$ cat src/rtl/ara_tohost_monitor.sv
// Passive tohost snooper: watches AXI AW/W handshakes towards L2 and reports the program exit code.
// Also flags AW FIFO overflow and fires a watchdog exit if the program never terminates.
module ara_tohost_monitor #(
    parameter int unsigned                AxiAddrWidth  = 64,
    parameter int unsigned                AxiDataWidth  = 64,
    parameter logic [AxiAddrWidth-1:0]    TohostAddr    = 'h8000_1000,
    parameter int unsigned                AwFifoDepth   = 4,
    parameter int unsigned                TimeoutCycles = 0,
    parameter logic [63:0]                TimeoutCode   = 'hDEAD,
    parameter logic [63:0]                OverflowCode  = 'hBEEF
) (
    input  logic                      clk_i,
    input  logic                      rst_ni,
    input  logic                      aw_valid_i,
    input  logic                      aw_ready_i,
    input  logic [AxiAddrWidth-1:0]   aw_addr_i,
    input  logic                      w_valid_i,
    input  logic                      w_ready_i,
    input  logic [AxiDataWidth-1:0]   w_data_i,
    input  logic [AxiDataWidth/8-1:0] w_strb_i,
    input  logic                      w_last_i,
    output logic [63:0]               exit_o,
    output logic                      overflow_o
);

    localparam int unsigned StrbW    = AxiDataWidth / 8;
    localparam int unsigned NumLanes = AxiDataWidth / 64;
    localparam logic [AxiAddrWidth-1:0] LaneAddr = (TohostAddr >> 3) % AxiAddrWidth'(NumLanes);
    localparam int unsigned Lane     = int'(LaneAddr);
    localparam logic [AxiAddrWidth-1:0] AddrMask = ~AxiAddrWidth'(StrbW - 1);
    localparam logic [AxiAddrWidth-1:0] TohostWord = TohostAddr & AddrMask;

    localparam int unsigned PtrW  = (AwFifoDepth > 1) ? $clog2(AwFifoDepth) : 1;
    localparam int unsigned WdW   = (TimeoutCycles > 0) ? $clog2(TimeoutCycles + 1) : 1;
    localparam int unsigned WdLast = (TimeoutCycles == 0) ? 0 : TimeoutCycles - 1;
    localparam logic [WdW-1:0] WdLastV = WdW'(WdLast);
    localparam logic [WdW-1:0] WdMaxV  = WdW'(TimeoutCycles);
    localparam logic [PtrW-1:0] PtrLast = PtrW'(AwFifoDepth - 1);
    localparam logic [PtrW:0]   CntFull = (PtrW + 1)'(AwFifoDepth);

    // Lane is a compile-time constant, so each FIFO entry only needs its match bit.
    logic [AwFifoDepth-1:0] fifo_q, fifo_d;
    logic [PtrW-1:0]        wr_ptr_q, wr_ptr_d;
    logic [PtrW-1:0]        rd_ptr_q, rd_ptr_d;
    logic [PtrW:0]          count_q, count_d;
    logic [63:0]            shadow_q, shadow_d;
    logic [63:0]            exit_q, exit_d;
    logic                   overflow_q, overflow_d;
    logic                   beat_first_q, beat_first_d;
    logic [WdW-1:0]         wd_q, wd_d;

    logic        aw_fire, w_fire, aw_match;
    logic        fifo_empty, fifo_full;
    logic        bypass, w_active, head_match;
    logic        push, pop, overflow_evt;
    logic        tohost_write, wd_expire, done;
    logic [63:0] lane_data, merged;
    logic [7:0]  lane_strb;

    assign aw_fire    = aw_valid_i & aw_ready_i;
    assign w_fire     = w_valid_i & w_ready_i;
    assign aw_match   = (aw_addr_i & AddrMask) == TohostWord;
    assign fifo_empty = (count_q == '0);
    assign fifo_full  = (count_q == CntFull);
    assign bypass     = aw_fire & w_fire & fifo_empty;
    assign w_active   = w_fire & (~fifo_empty | aw_fire);
    assign head_match = bypass ? aw_match : fifo_q[rd_ptr_q];
    assign pop        = w_fire & w_last_i & ~fifo_empty;
    assign push       = aw_fire & ~bypass & (~fifo_full | pop);
    assign overflow_evt = aw_fire & fifo_full & ~pop;
    assign done       = exit_q[0];

    assign lane_data  = w_data_i[Lane*64 +: 64];
    assign lane_strb  = w_strb_i[Lane*8 +: 8];
    assign tohost_write = w_active & beat_first_q & head_match;
    assign wd_expire  = (TimeoutCycles != 0) & ~done & (wd_q == WdLastV);

    always_comb begin
        merged = shadow_q;
        for (int b = 0; b < 8; b++) begin
            if (lane_strb[b]) merged[8*b +: 8] = lane_data[8*b +: 8];
        end
    end

    always_comb begin
        fifo_d   = fifo_q;
        wr_ptr_d = wr_ptr_q;
        rd_ptr_d = rd_ptr_q;
        count_d  = count_q;
        if (push) begin
            fifo_d[wr_ptr_q] = aw_match;
            wr_ptr_d = (wr_ptr_q == PtrLast) ? '0 : wr_ptr_q + 1'b1;
        end
        if (pop) begin
            rd_ptr_d = (rd_ptr_q == PtrLast) ? '0 : rd_ptr_q + 1'b1;
        end
        if (push && !pop) begin
            count_d = count_q + 1'b1;
        end else if (pop && !push) begin
            count_d = count_q - 1'b1;
        end
    end

    always_comb begin
        shadow_d     = shadow_q;
        beat_first_d = beat_first_q;
        overflow_d   = overflow_q | overflow_evt;
        exit_d       = exit_q;
        wd_d         = wd_q;
        if (w_active) begin
            beat_first_d = w_last_i;
        end
        if (tohost_write) begin
            shadow_d = merged;
        end
        // Exit sources in priority order; the first done value is sticky until reset.
        if (!done) begin
            if (tohost_write && merged[0]) begin
                exit_d = merged;
            end else if (overflow_evt) begin
                exit_d = {OverflowCode[62:0], 1'b1};
            end else if (wd_expire) begin
                exit_d = {TimeoutCode[62:0], 1'b1};
            end
            if (wd_q != WdMaxV) begin
                wd_d = wd_q + 1'b1;
            end
        end
    end

    always_ff @(posedge clk_i or negedge rst_ni) begin
        if (!rst_ni) begin
            fifo_q       <= '0;
            wr_ptr_q     <= '0;
            rd_ptr_q     <= '0;
            count_q      <= '0;
            shadow_q     <= '0;
            exit_q       <= '0;
            overflow_q   <= 1'b0;
            beat_first_q <= 1'b1;
            wd_q         <= '0;
        end else begin
            fifo_q       <= fifo_d;
            wr_ptr_q     <= wr_ptr_d;
            rd_ptr_q     <= rd_ptr_d;
            count_q      <= count_d;
            shadow_q     <= shadow_d;
            exit_q       <= exit_d;
            overflow_q   <= overflow_d;
            beat_first_q <= beat_first_d;
            wd_q         <= wd_d;
        end
    end

    assign exit_o     = exit_q;
    assign overflow_o = overflow_q;

endmodule

$ cat config.mk
export PLATFORM = sky130hd
export DESIGN_NAME = ara_tohost_monitor
export DESIGN_NICKNAME = d
export VERILOG_FILES = /design/src/rtl/ara_tohost_monitor.sv
export SDC_FILE = /design/constraint.sdc
export NUM_CORES = 1
export LEC_CHECK = 0
export CAP_MARGIN = 20
export CORE_ASPECT_RATIO = 0.9
export CORE_MARGIN = 5
export CORE_UTILIZATION = 42
export DETAILED_ROUTE_END_ITERATION = 8
export PLACE_DENSITY = 0.74
export SKIP_CTS_REPAIR_TIMING = 1
export SLEW_MARGIN = 40
export SYNTH_ARGS = -nofsm -noshare
export SYNTH_HDL_FRONTEND = slang
export SYNTH_SLANG_ARGS = --single-unit
$ cat constraint.sdc
create_clock -name clk_i -period 2.5 [get_ports clk_i]
set_input_delay 0.25 -clock clk_i [delete_from_list [all_inputs] [get_ports clk_i]]
set_output_delay 0.25 -clock clk_i [all_outputs]
set_load 0.01 [all_outputs]
### Word level (Yosys, flattened, before mapping)

Index checks and enable logic that the tools add are counted.

* word-level logic and storage cells: 72
* output and inout bits: 65
* bits in registers: 141
* input port bits: 143

* equal/unequal tests: 4
* reduce and logical (&&, ||, !) cells: 10
* multiplexer cells: 21
* magnitude comparators: 3
* add/sub/neg operators: 4
* bitwise operators: 21

Operators with widths (count)
* $mux W64: 2
* $mux W8: 8
* $eq A61 B29 Y1 const B: 1
* $and A1 B1 Y1: 13
* $lt A2 B3 Y1 const B: 2
* $mux W3: 2
* $not A1 Y1: 5
* $add A2 B1 Y2 const B: 2
* $bwmux W4: 1
* $eq A2 B2 Y1 const B: 2
* $logic_and A1 B1 Y1: 4
* $mux W1: 4
* $mux W2: 2
* $reduce_bool A2 Y1: 2
* $add A3 B1 Y3 const B: 1
* $eq A3 B3 Y1 const B: 1
* $logic_not A3 Y1: 1
* $or A1 B1 Y1: 3
* $sub A3 B1 Y3 const B: 1
* $bmux W1 S2: 1
* $demux W1 S2: 1
* $ge A2 B1 Y1 const B: 1
* $logic_not A1 Y1: 2
* $reduce_and A2 Y1: 1

### Longest topological paths before layout

Gate-level depths: netlist (run 1).

* depth in word-level cells: 10
* depth in mapped cells: 10
* gate-level depth less buffers: 9

### Least setup slack after synthesis (run 1)

No wires, ideal clock.

* path kind: reg-to-reg
* start: reg count_q[0]
* end: reg count_q[1]
* path slack: -0.082 ns
* arrival time: 2.457 ns
* setup time: 0.125 ns
* required time: 2.375 ns
* cell stages (with the launch flop): 9
* buffers on the path: 1
* path through: dfrtp_1 nor3_2 nand4_1 and3_1 clkbuf_1 ha_1 inv_1 fa_1 mux2_2

* elaborated cells on any way between the ends: 19

RTL lines
* start, declared: line 45 `logic [PtrW:0] count_q, count_d;`
* start signal, assigned: line 146 `count_q <= count_d;`
* $logic_not A3 Y1: line 63 `assign fifo_empty = (count_q == '0);`
* $and A1 B1 Y1 or $not A1 Y1 (tied branches): line 65, 68
* $not A1 Y1 or $and A1 B1 Y1 (tied branches): line 69, 68
* $and A1 B1 Y1 or $or A1 B1 Y1 (tied branches): line 69 `assign push = aw_fire & ~bypass & (~fifo_full | pop);`
* $and A1 B1 Y1 (*): line 69
* named net push: line 55 `logic push, pop, overflow_evt;`
* $logic_and A1 B1 Y1 (*): line 97 `if (push && !pop) begin`
* $mux W3 (*): line 97
* named net count_d[1]: line 45

The timed path passes the listed nets; every way through them passes the cells marked *. The select of a mux whose other input is x is not followed.
A chain may end at the register's enable or synchronous reset.

### Worst setup path after layout (run 1)

* start: reg rd_ptr_q[0]
* end: reg shadow_q[42]

* cells in the longest elaborated chain, start to end: 4

RTL lines
* start, declared: line 44 `logic [PtrW-1:0] rd_ptr_q, rd_ptr_d;`
* start signal, assigned: line 145 `rd_ptr_q <= rd_ptr_d;`
* $bmux W1 S2: line 67 `assign head_match = bypass ? aw_match : fifo_q[rd_ptr_q];`
* $mux W1 (implied by the code): line 67
* $mux W1: line 67
* $and A1 B1 Y1: line 75 `assign tohost_write = w_active & beat_first_q & head_match;`
* end signal, assigned: line 147 `shadow_q <= shadow_d;`
* end, declared: line 46 `logic [63:0] shadow_q, shadow_d;`

Every way passes these cells. The select of a mux whose other input is x is not followed.

==> results_dict.tcl, run 1 <==
set metrics [dict create \
    worst_clock_skew_ps 6.79 \
    routabilityCongestion 0.773 \
    hp-class "in2async" \
    p_sw_frac 0.240 \
    stdcell_count 966 \
    power_density_mw_per_mm2 654 \
    hold_viol 0 \
    first_pass_iters 4 \
    wl_um 17400 \
    cts_tree "yes" \
    numCtsBuffers 17 \
    portBuffers 204 \
    crit_path_start_kind "flip-flop" \
    ff2ff_setup_slack_ps 330 \
    syn_inst 530 \
    antenna_found_initial 0 \
    p_sw_uw 1520 \
    slew_headroom 0.574 \
    synthDominantCellAreaShare 0.529 \
    grt_first_pass_wirelength_um 27200 \
    ir_drop_mv 0.481 \
    power.leakage_uw 0.00453 \
    rows 43 \
    cts.sinks 141 \
    routedWlPerCell_um 18.0 \
    ant_nets 0 \
    ys_ff_latch 141 \
    viasPerCell 5.04 \
    initial_core_util 0.429 \
    fin_crit_sh 0.868 \
    reg2regPathDepth 6 \
    crit_arrival_ps 2470 \
    netlist_area_mm2 0.00662 \
    timing.critical_path.from "rd_ptr_q[0]" \
    timing.final.max_slew_violations 0 \
    synth_ff_type "dfrtp_1" \
    period_minus_slack_ps 2170 \
    die_w_um 142 \
    crit_end "shadow_q[42]" \
    critPathCaptureType "flip-flop" \
    io_pins 208 \
    clkTransAtPathRegs_ps 60 \
    setup-violations-final 0 \
    async_reset_ff_frac 1.00 \
    worst_pin_slew_ps 639 \
    first_global_vias 5354 \
    die_y_um 129 \
    reg2reg_to "shadow_q[42]" \
    syn_area_per_cell_um2 12.5 \
    syn_to_final_growth_pct 46.2 \
    cts-root-buf "clkbuf_16" \
    clock_latency_ps 410 \
    required_ps 2800 \
    die-area_mm2 0.0184 \
    reg2reg_from "rd_ptr_q[0]" \
    combPwrFrac 0.152 \
    nFillCells 1190 \
    drcViolationCount 0 \
    synth_area_leaders "dfrtp_1, mux2i_1, mux2_2" \
    grt_setup_unrepaired "false" \
    drive_gt1_frac 0.151 \
    dp_hpwl_um 12800 \
    synthDistinctLibCells 37 \
    synth_edf_count 0 \
    grt_overflow 0 \
    syn_nets 680 \
    critPathMaxStageDelay_ps 510 \
    fin_nets 902 \
    worstPathCellList "mux4_2 > mux2i_1 > nor3b_4 > buf_4 > o211ai_2 > mux2_2" \
    yosysSeqAreaShare 0.533 \
    clockBufferDepth 2 \
    final_core_util 0.627 \
    placed_cells 934 \
    status "finished, final reports clean" \
    timing.fmax_mhz 461 \
    vias 4870 \
    path_class "reg2reg" \
    maxCapViolCount 0 \
    yosys-top-cells-count "mux2i_1, dfrtp_1, nand2_1" \
    htreeDepth 4 \
    seqPwrFrac 0.435 \
    drtIter0Drc 171 \
    grt_max_degree 69 \
    clockPowerShare 0.412 \
    internal_power_uw 4810 \
    antenna_cells 0 \
    synth_area_leader_cell "dfrtp_1" \
    critPathSlowestCell "mux4_2" \
    grt_usage 0.190 \
    crit_fanout 8 \
    core_area_mm2 0.0154 \
    synth_warnings 0 \
    yosys.cell_count.top_type "mux2i_1" \
]
how the worst min path moves through the flow:
stage,to,slack [ps],cells past startpoint
5_1_grt,shadow_q[43],460,2
3_5_place_dp,count_q[2],300,1
6_report,count_q[2],420,2
2_1_floorplan,count_q[0],-50,0
3_3_place_gp,exit_o[43],290,1
4_1_cts,shadow_q[50],-140,1
sequential cells by signal, summed over array words and instances, names as in the netlist:
register      cells
wr_ptr_q          2
shadow_q         64
fifo_q            4
beat_first_q      1
rd_ptr_q          2
overflow_o        1
count_q           3
exit_o           64
critical path: cells and delay by family (launching register included):
family / cells / cell delay (ps)
multiplexers: 3 / 1140
flip-flops: 1 / 410
AO/OA/AOI/OAI: 1 / 220
buffers and inverters: 1 / 180
AND/OR/NAND/NOR: 1 / 100
through the flow:
stage	hold slack (ps)	setup slack, ps	power, uW	instance area, um2	TNS, ps
2_1_floorplan	-45.6	25.3	3290	6630	0
3_3_place_gp	293	-43.6	3680	9050	-923
3_5_place_dp	304	-72.2	3760	9050	-1910
4_1_cts	-141	308	6390	9670	0
5_1_grt	461	234	6630	9680	0
6_report	416	331	6320	9680	0
per-layer routing:
metal,track usage,vias up,part of all wire
met4,0.0570,0,0.011
li1,-,2295,-
met2,0.339,165,0.50
met1,0.216,2397,0.40
met5,0,-,0
met3,0.0649,13,0.089
cell usage in the layout, fill, tap and decap left out, types with 5 or more instances in the layout:
cell               n
clkdlybuf4s50_1  203
buf_4             20
dfrtp_1          140
nor4_1            12
nand2_1           58
nand4_1            5
nor2_1            19
mux2_2            46
mux2i_1          153
inv_1             30
clkbuf_16         17
ha_1               6
buf_12             5
final cells by class:
class | count | area (um2) | area share
repair buffers | 230 | 2300 | 0.238
inverters | 30 | 113 | 0.0116
flip-flops and latches | 141 | 3530 | 0.365
well taps | 202 | 253 | 0.0261
multi-input cells | 332 | 2860 | 0.295
clock buffers | 22 | 484 | 0.0500
clock inverters | 9 | 135 | 0.0140
logic make-up (layout without fill, tap and decap cells):
family,Yosys count,after routing,synth area share
xor+xnor,3,3,0.00397
compound gates,15,15,0.0191
flops,141,141,0.533
simple gates,107,107,0.0752
fa+ha+maj,7,7,0.0144
mux,200,200,0.313
buf+inv,57,291,0.0412
power by group through the flow:
stage	combinational (uW)	clock [uW]	sequential, uW
after floorplan	538	0	2750
after global placement	912	0	2770
after detailed placement	973	0	2790
after CTS	978	2660	2750
after global routing	1070	2770	2790
final	964	2610	2750
No activity file was read; power rests on OpenSTA's default activity.
==> run 2: changes to the inputs <==
CAP_MARGIN = not set   (was 20)
GPL_TIMING_DRIVEN = 0   (was not set)
==> run 2 against run 1 <==
Effect of this change: fmax shrank 7.9%; critical path depth is 2 higher; clock-buffer cell count decreased by 3; combinational power shrank 3.1%; register-to-register slack lost 130 ps; non-clock buffer count fell by 1; first-iteration DRC count fell by 5.8%.
==> results_dict.tcl, run 2 (same netlist as run 1, synthesis figures left out) <==
set metrics [dict create \
    die_y_um 129 \
    wl_um 17600 \
    seqPwrFrac 0.421 \
    fin_nets 901 \
    cts_tree "yes" \
    die-area_mm2 0.0184 \
    grt_setup_unrepaired "false" \
    reg2reg_from "count_q[2]" \
    worst_clock_skew_ps 11.1 \
    critPathSlowestCell "clkdlybuf4s50_1" \
    ant_nets 0 \
    timing.fmax_mhz 425 \
    mostFrequentLayoutCells "clkdlybuf4s50_1, mux2i_1, dfrtp_1" \
    final_common_cell "clkdlybuf4s50_1" \
    numCtsBuffers 17 \
    initial_core_util 0.429 \
    io_pins 208 \
    antenna_cells 0 \
    vias 4895 \
    ir_drop_mv 0.433 \
    routedWlPerCell_um 18.3 \
    fin_crit_sh 0.942 \
    drive_gt1_frac 0.136 \
    rows 43 \
    power.total_uw 6540 \
    worst_pin_slew_ps 753 \
    hp-class "in2async" \
    htreeDepth 4 \
    core_area_mm2 0.0154 \
    grt_max_degree 74 \
    syn_to_final_growth_pct 45.1 \
    setup-violations-final 0 \
    first_global_vias 5341 \
    period_minus_slack_ps 2360 \
    required_ps 2790 \
    die_w_um 142 \
    dp_hpwl_um 12800 \
    combPwrFrac 0.143 \
    clockPowerShare 0.436 \
    slew_headroom 0.498 \
    path_class "in2reg" \
    drcViolationCount 0 \
    hold_viol 0 \
    power.leakage_uw 0.00451 \
    grt_usage 0.193 \
    cts.sinks 141 \
    timing.final.max_slew_violations 0 \
    p_sw_frac 0.232 \
    routabilityCongestion 0.761 \
    reg2regPathDepth 7 \
    crit_arrival_ps 2650 \
    first_pass_iters 4 \
    clock_latency_ps 420 \
    cts-root-buf "clkbuf_16" \
    grt_overflow 0 \
    clockBufferDepth 2 \
    reg2reg_to "count_q[1]" \
    clkTransAtPathRegs_ps 50 \
    critPathCaptureType "flip-flop" \
    drtIter0Drc 161 \
    ff2ff_setup_slack_ps 200 \
    portBuffers 196 \
    crit_path_start_kind "input pin" \
    status "finished, final reports clean" \
    p_sw_uw 1520 \
    grt_first_pass_wirelength_um 27700 \
    power_density_mw_per_mm2 681 \
    antenna_found_initial 0 \
    viasPerCell 5.08 \
    crit_fanout 10 \
    whs_ps 379 \
    worstPathCellList "clkdlybuf4s50_1 > nor4_1 > nand4_1 > nor4_4 > buf_4 > buf_2 > o211ai_1 > mux2_2" \
    maxCapViolCount 0 \
    internal_power_uw 5020 \
    critPathMaxStageDelay_ps 410 \
]
-- run 2: changes by cell type in the layout (fill, tap and decap cells not counted), sizes merged --
| cell | delta |
|---|---|
| clkdlybuf4s50 | -8 |
| buf | -1 |
| clkbuf | +5 |
| clkinv | +1 |
| bufinv | +3 |
| clkinvlp | -2 |
-- run 2: worst max-delay path by stage --
stage / from / endpoint / slack (ps) / depth (start not counted)
floorplan: count_q[2] / count_q[1] / 30 / 8
global placement: rst_ni / shadow_q[31] / -4340 / 1
detailed placement: aw_valid_i / count_q[1] / -640 / 9
CTS: count_q[2] / count_q[1] / -460 / 8
global route: aw_addr_i[18] / shadow_q[50] / 10 / 8
finish: aw_addr_i[39] / shadow_q[50] / 140 / 8
-- run 2: layout make-up --
cell class,instances,area [um2]
fillers,1199,5830
well taps,202,253
plain buffers,26,156
clock buffers,19,453
inverters,30,113
repair buffers,203,2050
flip-flops and latches,141,3530
clock inverters,11,215
multi-input cells,332,2830
-- run 2: critical path, delay by kind of cell --
family          cells  cell delay [ps]
mux                 1              390
compound gates      1              280
simple gates        3              860
buf+inv             3              870
-- run 2: per-stage QoR --
step           TNS [ps]  worst slack, ps   util  area, um2  std cells
2_1_floorplan         0             25.3      -       6630        530
3_3_place_gp    -645520            -4340  0.573       8840        928
3_5_place_dp     -44500             -636  0.575       8870        929
4_1_cts           -3350             -456  0.618       9540        959
5_1_grt               0             11.7  0.622       9610        964
6_report              0              145  0.622       9610        964
-- run 2: power by group through the flow --
stage	registers, uW	clock network (uW)	logic [uW]
after floorplan	2750	0	538
after global placement	2770	0	878
after detailed placement	2790	0	936
after CTS	2760	2900	948
after global routing	2790	3010	1040
final	2750	2850	934
-- run 2: metal layers --
metal,vias to the layer above,global-route usage,wire length [um]
li1,2292,-,-
met1,2417,0.228,7220
met2,166,0.336,8720
met3,20,0.0649,1430
met4,0,0.0581,254
met5,-,0,0
==> run 3: changes to the inputs <==
CTS_CLUSTER_SIZE = 25   (was not set)
==> results of run 3 <==
The final DEF is identical to that of run 2; final timing and power are the same.
==> edit: new RTL, settings of run 1 <==
Change the parameter `AxiAddrWidth` from 64 to 128.
--- a/src/rtl/ara_tohost_monitor.sv
+++ b/src/rtl/ara_tohost_monitor.sv
@@ -1,7 +1,7 @@
 // Passive tohost snooper: watches AXI AW/W handshakes towards L2 and reports the program exit code.
 // Also flags AW FIFO overflow and fires a watchdog exit if the program never terminates.
 module ara_tohost_monitor #(
-    parameter int unsigned                AxiAddrWidth  = 64,
+    parameter int unsigned                AxiAddrWidth  = 128,
     parameter int unsigned                AxiDataWidth  = 64,
     parameter logic [AxiAddrWidth-1:0]    TohostAddr    = 'h8000_1000,
     parameter int unsigned                AwFifoDepth   = 4,
Ports: changed (resized aw_addr_i); port bits go from 208 to 272. The function was not compared with the original's and may differ.
==> edit against run 1 <==
- final cell count is 1.9% higher
- non-clock buffer count grew 66
- worst setup slack got worse by 0.18 ns
- cell area increased by 6.9%
- sequential cell count unchanged
- synthesized cell count shrank 10%
- combinational power is 76% higher
- count of clock-buffer cells in the layout shrank 2
- total power rose by 11%
- wire length up 14%
- first-iteration DRC count grew 46%
- synthesized area rose by 1.7%
- die area increased by 1.5%
- global-route usage rose by 2.2 points
- critical endpoint is now shadow_q[13]
- largest power group unchanged
==> edit: results (changes against run 1) <==
| Metric | Value |
|---|---|
| Outcome | finished, final reports clean |
| Placed wire-length estimate | 15.2 mm (+19%) |
| Sequential power | 2990 uW (+8.7%) |
| Pre-CTS setup slack | -0.353 ns (-0.280 ns) |
| Cell family with most CP delay | simple AND/OR/NAND/NOR gates |
| Hold Crit Class | in -> async |
| Initial antenna violation count | 1 (+1) |
| Placed cell area | 9780 um^2 (+8.1%) |
| Total GRT Usage | 21.2% (+2.2 points) |
| R2R Setup Slk | 0.20 ns (-0.13 ns) |
| Placed Cells | 950 (+1.7%) |
| Vias in the first global route | 5864 (+9.5%) |
| Clock Skews | 0.00972 ns (+0.00293 ns) |
| Max VDD drop | 367 uV (-24%) |
| Final wirelength | 19.7 mm (+14%) |
| Post-synthesis sequential area ratio | 52.4% (-0.87 points) |
| First-pass GRT wire length | 30.5 mm (+12%) |
| Synth unique cells | 49 (+32%) |
| Cell Count, Final, Fillers Out | 984 (+1.9%) |
| Syn Inst Count | 475 (-10%) |
| Slowest stage delay, CP | 0.45 ns (-0.06 ns) |
| Worst hold slack | 0.355 ns (-0.0613 ns) |
| Overall power | 7000 uW (+11%) |
| Worst R2R Path Depth | 7 (+1) |
| Largest net degree at the start of global routing | 54 (-22%) |
| R2R Path Start | count_q[0] |
| Worst-Margin Slew | 0.622 ns (-0.0165 ns) |
| Critical path's slowest cell | clkdlybuf4s50_1 |
| Post-synth net total | 689 (+1.3%) |
| Clock power share | 33.1% (-8.1 points) |
| Post-synth top cells | dfrtp_1 (140), mux2i_1 (64), o2bb2ai_1 (50) |
| Vias per cell | 5.35 (+6.2%) |
| Crit path DAT | 2.64 ns (+0.17 ns) |
| Switching power | 1860 uW (+23%) |
| IO Port Bufs | 268 (+31%) |
| Worst Path Max Fanout | 11 (+3) |
| Proportion of layout cells with a drive suffix above 1 | 19.5% (+4.4 points) |
| Largest cells by area after synthesis | dfrtp_1 (52%), mux2_4 (11%), mux2i_1 (9.5%), o2bb2ai_1 (6.5%), mux2_2 (3.0%) |
==> edit: changes by cell type after synthesis, sizes merged, moves of 3 or more <==
cell	run 1	this run
o21ai	3	6
nor4	13	30
mux2	46	66
inv	30	4
o2bb2ai	0	50
a2bb2oi	0	13
mux2i	153	64
nor2	19	8
o211ai	7	0
nand3	2	10
nand4	5	10
nand2	58	15
buf	18	15
==> edit: worst max path at each step <==
| stage | from | to | slack (ns) | cells after the start |
|---|---|---|---|---|
| 4_1_cts | aw_addr_i[71] | shadow_q[13] | 0.08 | 8 |
| 2_1_floorplan | count_q[2] | count_q[2] | 0.37 | 8 |
| 6_report | aw_addr_i[107] | shadow_q[13] | 0.15 | 9 |
| 3_3_place_gp | aw_addr_i[71] | shadow_q[13] | -0.27 | 8 |
| 3_5_place_dp | aw_addr_i[71] | shadow_q[13] | -0.35 | 8 |
| 5_1_grt | aw_addr_i[87] | shadow_q[14] | 0.04 | 9 |
==> edit: cell families after synthesis <==
logic type / after synthesis / synth area share [%]
DFF: 141 / 52.4
AOI/OAI and AO/OA: 77 / 9.57
xor gates and xnor gates: 3 / 0.390
adders and majority gates: 7 / 1.41
buffers and inverters: 26 / 3.05
muxes: 131 / 23.6
and+or+nand+nor: 90 / 9.56
==> edit: layout make-up <==
cell class | count | area (um^2)
diodes | 1 | 2.50
clock buffers | 20 | 467
clock inverters | 12 | 85.1
fillers | 1081 | 5200
inverters | 4 | 15.0
multi-input cells | 308 | 3010
flip-flops and latches | 141 | 3530
well taps | 202 | 253
repair buffers | 296 | 2980
==> edit: routing by layer <==
metal  global-route usage, %  routed length [um]  vias up
met1                    24.1                7400     2586
met2                    37.6               10200      229
met5                       0                   0        -
li1                        -                   -     2414
met4                    9.30                 714        0
met3                    5.75                1420       38
